[config.mk]
export PLATFORM = sky130hd
export DESIGN_NAME = seg_scan_driver_flat
export DESIGN_NICKNAME = d
export VERILOG_FILES = /design/src/rtl/seg_scan_driver_if.sv /design/src/rtl/seg_scan_driver.sv /design/src/flat_wrapper.sv
export SDC_FILE = /design/constraint.sdc
export NUM_CORES = 1
export LEC_CHECK = 0
export CORE_UTILIZATION = 59
export DETAILED_ROUTE_END_ITERATION = 16
export PLACE_DENSITY = 0.86
export SLEW_MARGIN = 20
export SYNTH_ARGS = -nofsm -noshare
export SYNTH_HDL_FRONTEND = slang
export SYNTH_SLANG_ARGS = --single-unit
export TNS_END_PERCENT = 30
[constraint.sdc]
create_clock -name clk -period 3.69 [get_ports clk]
set_input_delay 0.738 -clock clk [delete_from_list [all_inputs] [get_ports clk]]
set_output_delay 0.738 -clock clk [all_outputs]
set_load 0.05 [all_outputs]
[src/rtl/seg_scan_driver_if.sv]
// Display-side bundle for seg_scan_driver: timer digits and carry in, segment/anode drive out.
interface seg_scan_driver_if;
  logic [3:0] nums_0;
  logic [1:0] nums_1;
  logic       cout;
  logic [6:0] seg_n;
  logic [1:0] an_n;
  logic       frame_tick;
  logic       blinking;

  // Producer side: the timer feeding digits and watching the display status.
  modport master (
    output nums_0,
    output nums_1,
    output cout,
    input  seg_n,
    input  an_n,
    input  frame_tick,
    input  blinking
  );

  // Consumer side: the scan driver itself.
  modport slave (
    input  nums_0,
    input  nums_1,
    input  cout,
    output seg_n,
    output an_n,
    output frame_tick,
    output blinking
  );
endinterface

[src/rtl/seg_scan_driver.sv]
// Two-digit multiplexed common-anode 7-segment driver with per-frame snapshot, dead-time
// blanking, leading-zero blanking and a carry-triggered blink window.
module seg_scan_driver #(
  parameter int unsigned SCAN_DIV     = 50000,
  parameter int unsigned DEAD         = 4,
  parameter int unsigned BLINK_FRAMES = 8,
  parameter int unsigned LZB          = 1
) (
  input logic               clk,
  input logic               rstn,
  seg_scan_driver_if.slave  bus_io
);

  localparam int unsigned PW = (SCAN_DIV > 1) ? $clog2(SCAN_DIV) : 1;
  localparam int unsigned BW = $clog2(BLINK_FRAMES + 1);

  localparam logic [PW-1:0] PLast = PW'(SCAN_DIV - 1);
  localparam logic [PW-1:0] PDead = PW'(DEAD);
  localparam logic [BW-1:0] BLoad = BW'(BLINK_FRAMES);

  localparam logic [6:0] SegBlank = 7'h7F;
  localparam logic [6:0] SegDash  = 7'h3F;

  // Scan and capture state
  logic [PW-1:0] p_q, p_d;
  logic          s_q, s_d;
  logic [3:0]    snap0_q, snap0_d;
  logic [1:0]    snap1_q, snap1_d;
  logic [BW-1:0] blink_cnt_q, blink_cnt_d;
  logic          cout_q, cout_d;

  // Registered outputs
  logic [6:0] seg_q, seg_d;
  logic [1:0] an_q, an_d;
  logic       frame_tick_q, frame_tick_d;
  logic       blinking_q, blinking_d;

  logic       slot_end;
  logic       frame_end;
  logic       cout_rise;
  logic       dead;
  logic       dark;
  logic       tens_blank;
  logic       blank;
  logic [3:0] digit;

  function automatic logic [6:0] decode(input logic [3:0] d);
    logic [6:0] seg;
    case (d)
      4'd0:    seg = 7'h40;
      4'd1:    seg = 7'h79;
      4'd2:    seg = 7'h24;
      4'd3:    seg = 7'h30;
      4'd4:    seg = 7'h19;
      4'd5:    seg = 7'h12;
      4'd6:    seg = 7'h02;
      4'd7:    seg = 7'h78;
      4'd8:    seg = 7'h00;
      4'd9:    seg = 7'h10;
      default: seg = SegDash;
    endcase
    return seg;
  endfunction

  always_comb begin
    slot_end  = (p_q == PLast);
    frame_end = slot_end & s_q;
    cout_rise = bus_io.cout & ~cout_q;

    p_d    = slot_end ? '0 : p_q + PW'(1);
    s_d    = s_q ^ slot_end;
    cout_d = bus_io.cout;

    // Digits are captured only at frame end so a frame never mixes old and new values.
    snap0_d = snap0_q;
    snap1_d = snap1_q;
    if (frame_end) begin
      snap0_d = bus_io.nums_0;
      snap1_d = bus_io.nums_1;
    end

    // A fresh edge restarts the window and swallows a coincident frame-end decrement.
    blink_cnt_d = blink_cnt_q;
    if (cout_rise) begin
      blink_cnt_d = BLoad;
    end else if (frame_end && (blink_cnt_q != '0)) begin
      blink_cnt_d = blink_cnt_q - BW'(1);
    end
  end

  always_comb begin
    dead       = (p_q < PDead);
    dark       = blink_cnt_q[0];
    tens_blank = s_q && (LZB != 0) && (snap1_q == 2'd0);
    blank      = dead | dark | tens_blank;
    digit      = s_q ? {2'b00, snap1_q} : snap0_q;

    seg_d        = blank ? SegBlank : decode(digit);
    an_d         = blank ? 2'b11 : (s_q ? 2'b01 : 2'b10);
    frame_tick_d = frame_end;
    blinking_d   = (blink_cnt_q != '0);
  end

  always_ff @(posedge clk or negedge rstn) begin
    if (!rstn) begin
      p_q          <= '0;
      s_q          <= 1'b0;
      snap0_q      <= 4'd0;
      snap1_q      <= 2'd0;
      blink_cnt_q  <= '0;
      cout_q       <= 1'b0;
      seg_q        <= SegBlank;
      an_q         <= 2'b11;
      frame_tick_q <= 1'b0;
      blinking_q   <= 1'b0;
    end else begin
      p_q          <= p_d;
      s_q          <= s_d;
      snap0_q      <= snap0_d;
      snap1_q      <= snap1_d;
      blink_cnt_q  <= blink_cnt_d;
      cout_q       <= cout_d;
      seg_q        <= seg_d;
      an_q         <= an_d;
      frame_tick_q <= frame_tick_d;
      blinking_q   <= blinking_d;
    end
  end

  assign bus_io.seg_n      = seg_q;
  assign bus_io.an_n       = an_q;
  assign bus_io.frame_tick = frame_tick_q;
  assign bus_io.blinking   = blinking_q;

endmodule

[src/flat_wrapper.sv]
// flat-port wrapper written by rule: the top's interface ports become plain ports
module seg_scan_driver_flat 
#(
  parameter int unsigned SCAN_DIV     = 50000,
  parameter int unsigned DEAD         = 4,
  parameter int unsigned BLINK_FRAMES = 8,
  parameter int unsigned LZB          = 1
)
  (clk, rstn, bus_io_nums_0, bus_io_nums_1, bus_io_cout, bus_io_seg_n, bus_io_an_n, bus_io_frame_tick, bus_io_blinking);
  seg_scan_driver_if bus_io_i ();
  input logic clk;
  input logic rstn;
  input wire logic [$bits(bus_io_i.nums_0)-1:0] bus_io_nums_0;
  input wire logic [$bits(bus_io_i.nums_1)-1:0] bus_io_nums_1;
  input wire logic [$bits(bus_io_i.cout)-1:0] bus_io_cout;
  output wire logic [$bits(bus_io_i.seg_n)-1:0] bus_io_seg_n;
  output wire logic [$bits(bus_io_i.an_n)-1:0] bus_io_an_n;
  output wire logic [$bits(bus_io_i.frame_tick)-1:0] bus_io_frame_tick;
  output wire logic [$bits(bus_io_i.blinking)-1:0] bus_io_blinking;
  assign bus_io_i.nums_0 = bus_io_nums_0;
  assign bus_io_i.nums_1 = bus_io_nums_1;
  assign bus_io_i.cout = bus_io_cout;
  assign bus_io_seg_n = bus_io_i.seg_n;
  assign bus_io_an_n = bus_io_i.an_n;
  assign bus_io_frame_tick = bus_io_i.frame_tick;
  assign bus_io_blinking = bus_io_i.blinking;
  seg_scan_driver #(.SCAN_DIV(SCAN_DIV), .DEAD(DEAD), .BLINK_FRAMES(BLINK_FRAMES), .LZB(LZB)) u_core (.clk(clk), .rstn(rstn), .bus_io(bus_io_i));
endmodule
### Yosys cells after proc, flatten, opt, wreduce, memory -nomap -nowiden

Memories as Yosys holds them, arrays and structs flattened.
Cells that the tools add are included.

* register bits after elaboration: 39
* memory bits (read-only): 112
* bits of input ports: 9
* output and inout port bits: 11
* logic and storage cells: 33
* memories: 1

* $add $sub $neg: 2
* magnitude comparators: 1
* eq/ne operators: 1
* multiplexer cells: 7
* bitwise operators: 6
* reduce and logical (&&, ||, !) cells: 5

Memories
* (name not given): words 16, width 7, read ports 1, clocked after memory_dff 0, write ports 0, line seg_scan_driver.sv:49 `case (d)`

Operators by type and width (number)
* adder 16 x 1 -> 16 bit (second input constant): 1
* equality test 16 bit (second input constant): 1
* < comparator 16 x 3 -> 1 bit (second input constant): 1
* two-way mux 16 bit: 1
* two-way mux 4 bit: 3
* two-way mux 7 bit: 1
* two-way mux 2 bit: 2
* nonzero test 4 bit: 1
* subtractor 4 x 1 -> 4 bit (second input constant): 1
* AND 1 bit: 2
* logical AND 1 bit: 2
* zero test 2 bit: 1
* bitwise OR 1 bit: 2
* nonzero test 2 bit: 1
* inverter 1 bit: 1
* XOR 1 bit: 1

### Depth between registers and ports, before layout

Gate-level depths: netlist of run 1.

* depth after elaboration: 5
* gate-level depth with buffers: 10

### Worst setup path after synthesis of run 1

OpenSTA, ideal clock, no wires.

* kind: reg2reg
* from: register u_core.p_q[0]
* to: register u_core.snap0_q[0]
* library setup time: 0.125 ns
* data arrival time: 2.101 ns
* slack: 1.464 ns
* stages on the path, launching flop included: 9
* path buffers: 2
* period minus slack after synthesis: 2.226 ns
* cell sequence: dfrtp_1 ha_1 nand3_2 nor3_1 and4_1 buf_2 ha_1 clkbuf_1 mux2_2

* longest elaborated chain between the ends: 2

RTL lines
* start, declared: line seg_scan_driver.sv:25 `logic [PW-1:0] p_q, p_d;`
* start signal, assigned: line seg_scan_driver.sv:117 `p_q <= p_d;`
* equality test 16 bit: line seg_scan_driver.sv:66 `slot_end = (p_q == PLast);`
* AND 1 bit: line seg_scan_driver.sv:67 `frame_end = slot_end & s_q;`
* net u_core.frame_end: line seg_scan_driver.sv:39 `logic frame_end;`
* end signal, assigned: line seg_scan_driver.sv:119 `snap0_q <= snap0_d;`
* end, declared: line seg_scan_driver.sv:27 `logic [3:0] snap0_q, snap0_d;`

The timed path passes the listed nets, and every way through them passes these cells.
A chain may end at the register's enable or synchronous reset.

### Final worst setup path of run 1

* from: register u_core.p_q[0]
* to: register u_core.snap1_q[0]

* longest elaborated chain between the ends: 2

RTL lines
* equality test 16 bit: line seg_scan_driver.sv:66
* AND 1 bit: line seg_scan_driver.sv:67
* net u_core.frame_end: line seg_scan_driver.sv:39
* end signal, assigned: line seg_scan_driver.sv:120 `snap1_q <= snap1_d;`
* end, declared: line seg_scan_driver.sv:28 `logic [1:0] snap1_q, snap1_d;`

The timed path passes the listed nets, and every way through them passes these cells.

==> results list, run 1 <==
- The total area inside the core boundary comes to roughly 2900 um^2.
- The H-tree generated during clock tree synthesis spans 2 levels.
* IO Pins: 20
* Leak pwr: 0.000971 uW
* Post-synth top flop: dfrtp_1
- Worst-Skew Late Latency: 0.35 ns
* Worst-case vdd ir drop: roughly 290 uV
* Unrepaired setup endpoints after global routing: false
- The cell count after synthesis came out at around 170.
- Layout cell share with drive strength beyond 1: 16.3%
- Counting every net in the synthesized netlist gives ~180.
- The floorplan step defined a die boundary enclosing approximately 3400 um^2.
- In the final routed layout, each cell accounts on average for 13.2 um.
- In this run, placement finished with an instance count of 224.
- Total number of placement rows: 19
- Register cell area after layout: 987 um^2
- Global-route wire length before repair: between 5000 and 6000 um
- Worst hold-check slack: approximately 0.52 ns
- Number of buffers and inverters on the critical path: 0
* Worst slew slack as a fraction of its limit: about two thirds
* Number of register bits inferred by synthesis: 39
- Multi-input gate area: slightly above 800 um^2
- Starting density of the core: between 60% and 70%
- In this run the register-to-register setup slack is between 1 and 1.5 ns.
- The number of setup buffers added after CTS is 0.
* Delay contributed by the slowest stage of the critical path: about 0.52 ns
- The count of nets left with antenna violations once routing finished came out at 0.
- The run finished, with violations left.
- Die W: roughly 58 um
- Cells along the critical path: ha_1 -> nand3_2 -> nor3_1 -> and4_1 -> ha_1 -> mux2_2
- Setup violations remaining at the end of the flow were counted as 0.
* Detailed-route vias per instance: roughly 5.5
- Post-detailed-routing wire length: between 3000 and 4000 um
- Relative to the synthesized area, the layout overhead comes to 17.7%.
- The number of antenna diodes in the final layout is 0.
* HPWL Detailed: around 2200 um
- The final reports fail on design-rule violations.
- DRC: 2
* CTS root buf: clkbuf_4
* Pin slew with the least headroom to its limit: 0.509 ns
- The critical path crosses 6 cells after its start point.
- The via count of the first global-routing pass is 1285.
* Type of the worst min-delay path: register to register
* Critical Path End Type: register
- By instance count, the cell type seen most on the critical path is ha_1.
- STA puts the critical path data required time at just under 4 ns.
- The tool flagged a number of max-cap violations equal to 0.
* Worst reg2reg path depth: 6
- Among all stages on the critical path, the largest delay is contributed by ha_1.
- Static timing analysis puts the maximum clock frequency at roughly 0.41 GHz.
- Clk sink count: 39
* Final total negative setup slack: 0 ns
* Detailed router's first-iteration violation count: 44
- Counting I/O delays and the setup requirement, the final critical path takes between 2 and 2.5 ns.
* Warnings, synthesis: 0
- TritonCTS created 5 clock buffers.
- Iteration count of the initial detailed-routing pass: 10
- For this run, the post-layout net count is approximately 210.
- Along the worst path, the maximum fanout reaches 13.
- Number of max-slew violations in the final report: 0
- Nature of the critical path startpoint: register
- Reg-to-reg endpoint: u_core.snap1_q[0]
- Final non-filler cell total: about 230
- Weighted congestion reported at the end of routability-driven placement: between 0.8 and 0.9
* Arrival time of data at the critical path endpoint: 2.68 ns
* Share of synthesized area occupied by flip-flops and latches: 53.2%
* Initial antenna violation count: 0
- Input/output buffers: 19
* Total GRT Usage: between 20% and 30%
* Final worst path period share: 66.4%
* Final Hold Vio Count: 0
- Remaining global-route overflow: 0
* Height of the die: slightly below 60 um
- The clock arrives with 0.0114 ns of skew.
- Mean cell area of the mapped netlist: 11.1 um^2
- TritonCTS built the clock tree.
- Count of filler cells inserted in the layout: 211
- Tracing the worst setup path back leads to its startpoint at u_core.p_q[0].
- The netlist uses 38 different library cells.
- Pwr/cell area: 364 nW/um^2
- Number of hold-repair buffers added at the cts stage: 0
- After clock tree synthesis, the clock-pin slew on the worst setup and hold paths is ~0.12 ns.
- Grouping stages by cell kind, the critical path spends the most delay in simple AND/OR/NAND/NOR gates.
- In this run, synthesis inferred 0 flip-flops with an integrated enable.
* Worst setup path class: register to register
- Async set-reset flop share out of synthesis: 100%
- The most critical setup path has its endpoint at u_core.snap1_q[0].
* Clock tree buffer depth: 2
* Resized Gates After CTS: 0
* Largest net degree at the start of global routing: 40
* Via total after detailed routing: around 1.3k
- In this run the cell area of the synthesized design comes to about 1900 um^2.
- In this run the critical register-to-register path is launched from u_core.p_q[0].
[worst reg2reg max path, delay by kind of cell, from the launching register on]
family | cells | cell delay [ns]
simple gates | 3 | 0.76
mux | 1 | 0.40
fa+ha+maj | 2 | 0.74
flops | 1 | 0.43
[Yosys cell counts (all sizes together) (2+ instances only)]
cell type / n / area [um^2]
dfrtp: 30 / 751
nor2: 16 / 60.1
nand2: 13 / 51.3
xnor2: 10 / 87.6
dfstp: 9 / 236
inv: 9 / 33.8
ha: 8 / 100
nand3: 7 / 40.0
nor3: 7 / 35.0
xor2: 7 / 61.3
mux2: 6 / 67.6
nand4: 6 / 52.6
nor4: 4 / 25.0
a211o: 3 / 26.3
a21oi: 3 / 15.0
clkbuf: 3 / 11.3
nand2b: 3 / 18.8
nor2b: 3 / 18.8
a311oi: 2 / 23.8
and4: 2 / 17.5
buf: 2 / 16.3
o21ai: 2 / 10.0
o22ai: 2 / 12.5
[per-layer routing]
layer | wire, um | global-route usage, % | vias to the layer above
met1 | 1450 | 29.2 | 613
met5 | 0 | 0 | -
met4 | 62 | 9.52 | 0
li1 | - | - | 624
met3 | 139 | 8.26 | 9
met2 | 1400 | 33.7 | 25
[kinds of logic (layout without fill, tap and decap cells)]
| family | after synthesis | after routing | share of synthesized area, % |
|---|---|---|---|
| simple gates | 66 | 66 | 19.4 |
| flops | 39 | 39 | 53.2 |
| xor+xnor | 17 | 17 | 8.03 |
| compound gates | 16 | 16 | 6.48 |
| buf+inv | 14 | 37 | 3.31 |
| fa+ha+maj | 8 | 8 | 5.40 |
| mux | 7 | 7 | 4.18 |
[worst min path at each step]
| stage | startpoint | end | slack, ns | depth (start not counted) |
|---|---|---|---|---|
| final | u_core.p_q[11] | u_core.p_q[11] | 0.52 | 1 |
| after global routing | u_core.snap0_q[0] | u_core.snap0_q[0] | 0.56 | 1 |
| after CTS | u_core.p_q[0] | u_core.p_q[0] | 0.52 | 1 |
| after detailed placement | u_core.snap0_q[0] | u_core.snap0_q[0] | 0.50 | 1 |
| after global placement | u_core.p_q[0] | u_core.p_q[0] | 0.48 | 1 |
| after floorplan | rstn | u_core.blink_cnt_q[0] | 0.44 | 0 |
[flip-flops by register name, summed over array words and instances (netlist names)]
name,count
u_core.bus_io.seg_n,7
u_core.p_q,16
u_core.snap1_q,2
u_core.bus_io.an_n,2
u_core.bus_io.blinking,1
u_core.snap0_q,4
u_core.bus_io.frame_tick,1
u_core.cout_q,1
u_core.blink_cnt_q,4
u_core.s_q,1
[report_power, final]
part	total, uW	internal (uW)	switching (uW)
Clock	347	211	136
Sequential	428	428	0.126
Combinational	17.9	8.49	9.42
Total	793	647	146
[metrics by stage]
step	setup slack (ns)	util (%)	instance area [um^2]	power (uW)
floorplan	1.46	-	1850	437
global placement	1.37	72.2	2080	454
detailed placement	1.25	72.2	2080	455
CTS	1.22	75.9	2180	799
global route	0.943	75.9	2180	828
finish	1.24	75.9	2180	793
[final cells by class]
| type | instances | area share (%) |
|---|---|---|
| clock buffers | 5 | 1.72 |
| clock inverters | 3 | 3.10 |
| inverters | 9 | 1.55 |
| multi-input cells | 114 | 36.9 |
| flip-flops and latches | 39 | 45.2 |
| well taps | 42 | 2.41 |
| repair buffers | 20 | 9.06 |
[cell usage in the layout (no fill, tap or decap), types with 7 or more instances in the layout]
| cell | count |
|---|---|
| nand2_1 | 12 |
| xnor2_1 | 10 |
| inv_1 | 9 |
| nor3_1 | 7 |
| clkdlybuf4s50_1 | 19 |
| ha_1 | 8 |
| dfrtp_1 | 30 |
| xor2_1 | 7 |
| dfstp_2 | 9 |
| nor2_1 | 16 |
Power figures use the tool's default switching activity.
==> run 2: changes to the inputs <==
--- a/config.mk
+++ b/config.mk
@@ -5,9 +5,9 @@
 export SDC_FILE = /design/constraint.sdc
 export NUM_CORES = 1
 export LEC_CHECK = 0
-export CORE_UTILIZATION = 59
+export CORE_UTILIZATION = 55
 export DETAILED_ROUTE_END_ITERATION = 16
-export PLACE_DENSITY = 0.86
+export PLACE_DENSITY = 0.81
 export SLEW_MARGIN = 20
 export SYNTH_ARGS = -nofsm -noshare
 export SYNTH_HDL_FRONTEND = slang
==> constraint.sdc (replaced) <==
create_clock -name clk -period 2.5 [get_ports clk]
set_input_delay 0.5 -clock clk [delete_from_list [all_inputs] [get_ports clk]]
set_output_delay 0.5 -clock clk [all_outputs]
set_load 0.05 [all_outputs]
==> results list, run 2 (synthesis results as in run 1) <==
- The via count of the first global-routing pass was around 1.3k.
- Measured against its own limit, the worst slew margin works out to about two thirds.
* Commonest non-fill, non-tap cells in the layout: dfrtp_1 (30), clkdlybuf4s50_1 (19), nor2_1 (16)
* Clock tree from TritonCTS: yes
- CTS saw 39 sinks.
- Cell with the largest stage delay on the worst path: ha_1
* Most frequent cell on the critical path: ha_1
- Registers take ~990 um^2.
- Via total after detailed routing: 1272
- From bottom edge to top edge, the die measures 60.1 um.
- Placed cell count: around 230
* Post-CTS Repair Setup Buffers: 0
- For the worst setup path, the data arrival time is about 2.5 ns.
- For this block, the routed nets add up to 3220 um of wire.
- Post-Place Cell Area: 2090 um^2
- Entering global routing, the biggest net connects 40 pins.
- Worst setup startpoint: u_core.p_q[0]
- Final worst path period share: about nine tenths
- The die covers approximately 3600 um^2.
- Resized Gates After CTS: 0
* Final non-filler cell total: around 240
- The cell sitting at the root of the clock tree is a clkbuf_4.
- Clock-pin slew was measured on the worst setup and hold paths at roughly 0.11 ns.
- The initial antenna violation count is 0.
- In the final layout, the multi-input gates occupy 806 um^2.
- In this run, the number of DRC markers left after iteration 0 of detailed routing was 44.
- 20 I/O pins were placed.
* Critical Path End Type: register
- Per report_power, the combinational group accounts for about 2.6% of the total.
* Reg with most FFs: u_core.p_q
* Max frequency: approximately 0.44 GHz
* HP Start: u_core.p_q[11]
- Dividing total power by cell area gives a power density of around 470 nW/um^2.
- After routing, the total negative slack on setup checks comes to 0 ns.
- Worst setup path class: register to register
* Type of the worst min-delay path: register to register
- Worst-case vdd ir drop: roughly 300 uV
- The number of hold violations in the final report came to 0.
- From left edge to right edge, the die measures ~60 um.
- The run finished with clean final reports.
- Pin slew with the least headroom to its limit: slightly above 0.5 ns
* Detailed-route vias per instance: roughly 5.4
- Unrepaired setup endpoints after global routing: false
- Net switching fraction of the power: ~20%
- Maximum clock skew at final layout: between 0.01 and 0.015 ns
- Global routing used a little over a fifth of the available tracks.
- After detailed routing, the number of remaining DRC violations is 0.
- Core ar.: between 3000 and 4000 um^2
- Clock tree synthesis inserted a total of 5 buffers.
- The floorplan has 20 rows.
* Delay contributed by the slowest stage of the critical path: between 0.4 and 0.5 ns
- Final cell utilization of the core: between 60% and 70%
- Maximum fanout encountered on the critical timing path: 12
- Across the run, the number of max-cap violations was 0.
- After the last flow step, the layout net total stands at between 200 and 250.
- Reg-to-Reg Start: u_core.p_q[0]
* Total internal power: 810 uW
- Leaving out fill and tap cells, the most frequent cell in the layout is dfrtp_1.
- In the final routed layout, each cell accounts on average for about 14 um.
* Remaining global-route overflow: 0
- The longest clock path from root to sink contains 2 buffers.
- Part of the total power dissipated in the clock network: 35.2%
- The number of hold buffers added after CTS was 0.
- Weighted congestion reported at the end of routability-driven placement: between 0.8 and 0.9
- The count of pins over their slew limit was 0.
* Worst reg2reg path depth: 6
- Clock latency on the worst-skew pair, taken at its later pin, is between 0.3 and 0.4 ns.
- From synthesis to final layout, the design area changed by 16.7%.
* Global-route wire length before repair: approximately 5600 um
- Net switching power: 205 uW
- Count of final setup violators: 0
- Starting density of the core: 59.3%
* Antenna viol nets, final: 0
- Input/output buffers: 19
- The clock tree synthesis step divided the H-tree into 2 levels.
- Detailed placement ended at an HPWL of 2400 um.
* Max FFs per register: 16
- The critical path goes through ha_1 -> nand3_2 -> nor3_1 -> and4_1 -> ha_1 -> mux2_2.
- Cells with a size suffix above 1 make up 16.7% of the layout.
* Worst Path Required: about 2.7 ns
* Period minus WS final: ~2.3 ns
- Leak pwr: slightly below 0.001 uW
- The share of total power dissipated in sequential elements is 62.3%.
* Nature of the critical path startpoint: register
* Number of inserted diodes: 0
- Iteration count of the initial detailed-routing pass: 4
- Along the worst hold path, the cell count comes to 1.
* Post-route cell area: ~2200 um^2
- After filler insertion, the fill cell instance count of the layout stands at between 200 and 300.
## run 2: cell count changes in the layout (fill, tap and decap cells not counted)
cell,before,now
clkinvlp_4,1,0
clkbuf_1,0,1
bufinv_16,2,0
buf_4,1,3
clkbuf_8,0,2
## run 2: critical path, delay by kind of cell (launching register included)
kind                     cells  cell delay [ns]
multiplexers                 1             0.39
adder cells (fa/ha/maj)      2             0.66
AND/OR/NAND/NOR              3             0.65
flip-flops                   1             0.43
## run 2: power groups by stage
stage | combinational (uW) | sequential (uW) | clock [uW]
2_1_floorplan | 1.29 | 644 | 0
3_3_place_gp | 26.3 | 644 | 0
3_5_place_dp | 27.7 | 644 | 0
4_1_cts | 27.5 | 632 | 370
5_1_grt | 30.6 | 633 | 398
6_report | 26.1 | 632 | 357
## run 2: stage by stage
stage	power, uW	hold slack (ns)	setup slack, ns
after detailed placement	672	0.495	0.283
after global routing	1060	0.539	0.0939
after CTS	1030	0.515	0.251
after global placement	670	0.478	0.423
after floorplan	645	0.204	0.274
final	1020	0.509	0.241
## run 2: cell type report
type | instances | share of cell area, %
Clock buffer | 8 | 3.18
Tap cell | 44 | 2.54
Sequential cell | 39 | 45.6
Inverter | 9 | 1.56
Multi-Input combinational cell | 114 | 37.2
Timing Repair Buffer | 22 | 9.83
## run 2: worst paths after layout
path                                    endpoint  slack, ns
hold / removal                    u_core.p_q[11]       0.51
setup reg to reg               u_core.snap1_q[1]       0.24
setup / recovery               u_core.snap1_q[1]       0.24
min in group asynchronous          u_core.p_q[3]       0.56
max in group asynchronous  u_core.bus_io.an_n[1]       1.58
hold reg to reg                   u_core.p_q[11]       0.51
## run 2: routing by layer
layer	global-route usage, %	routed length, um
met1	27.1	1510
met2	34.0	1500
met3	8.23	151
met4	9.63	53
met5	0	0
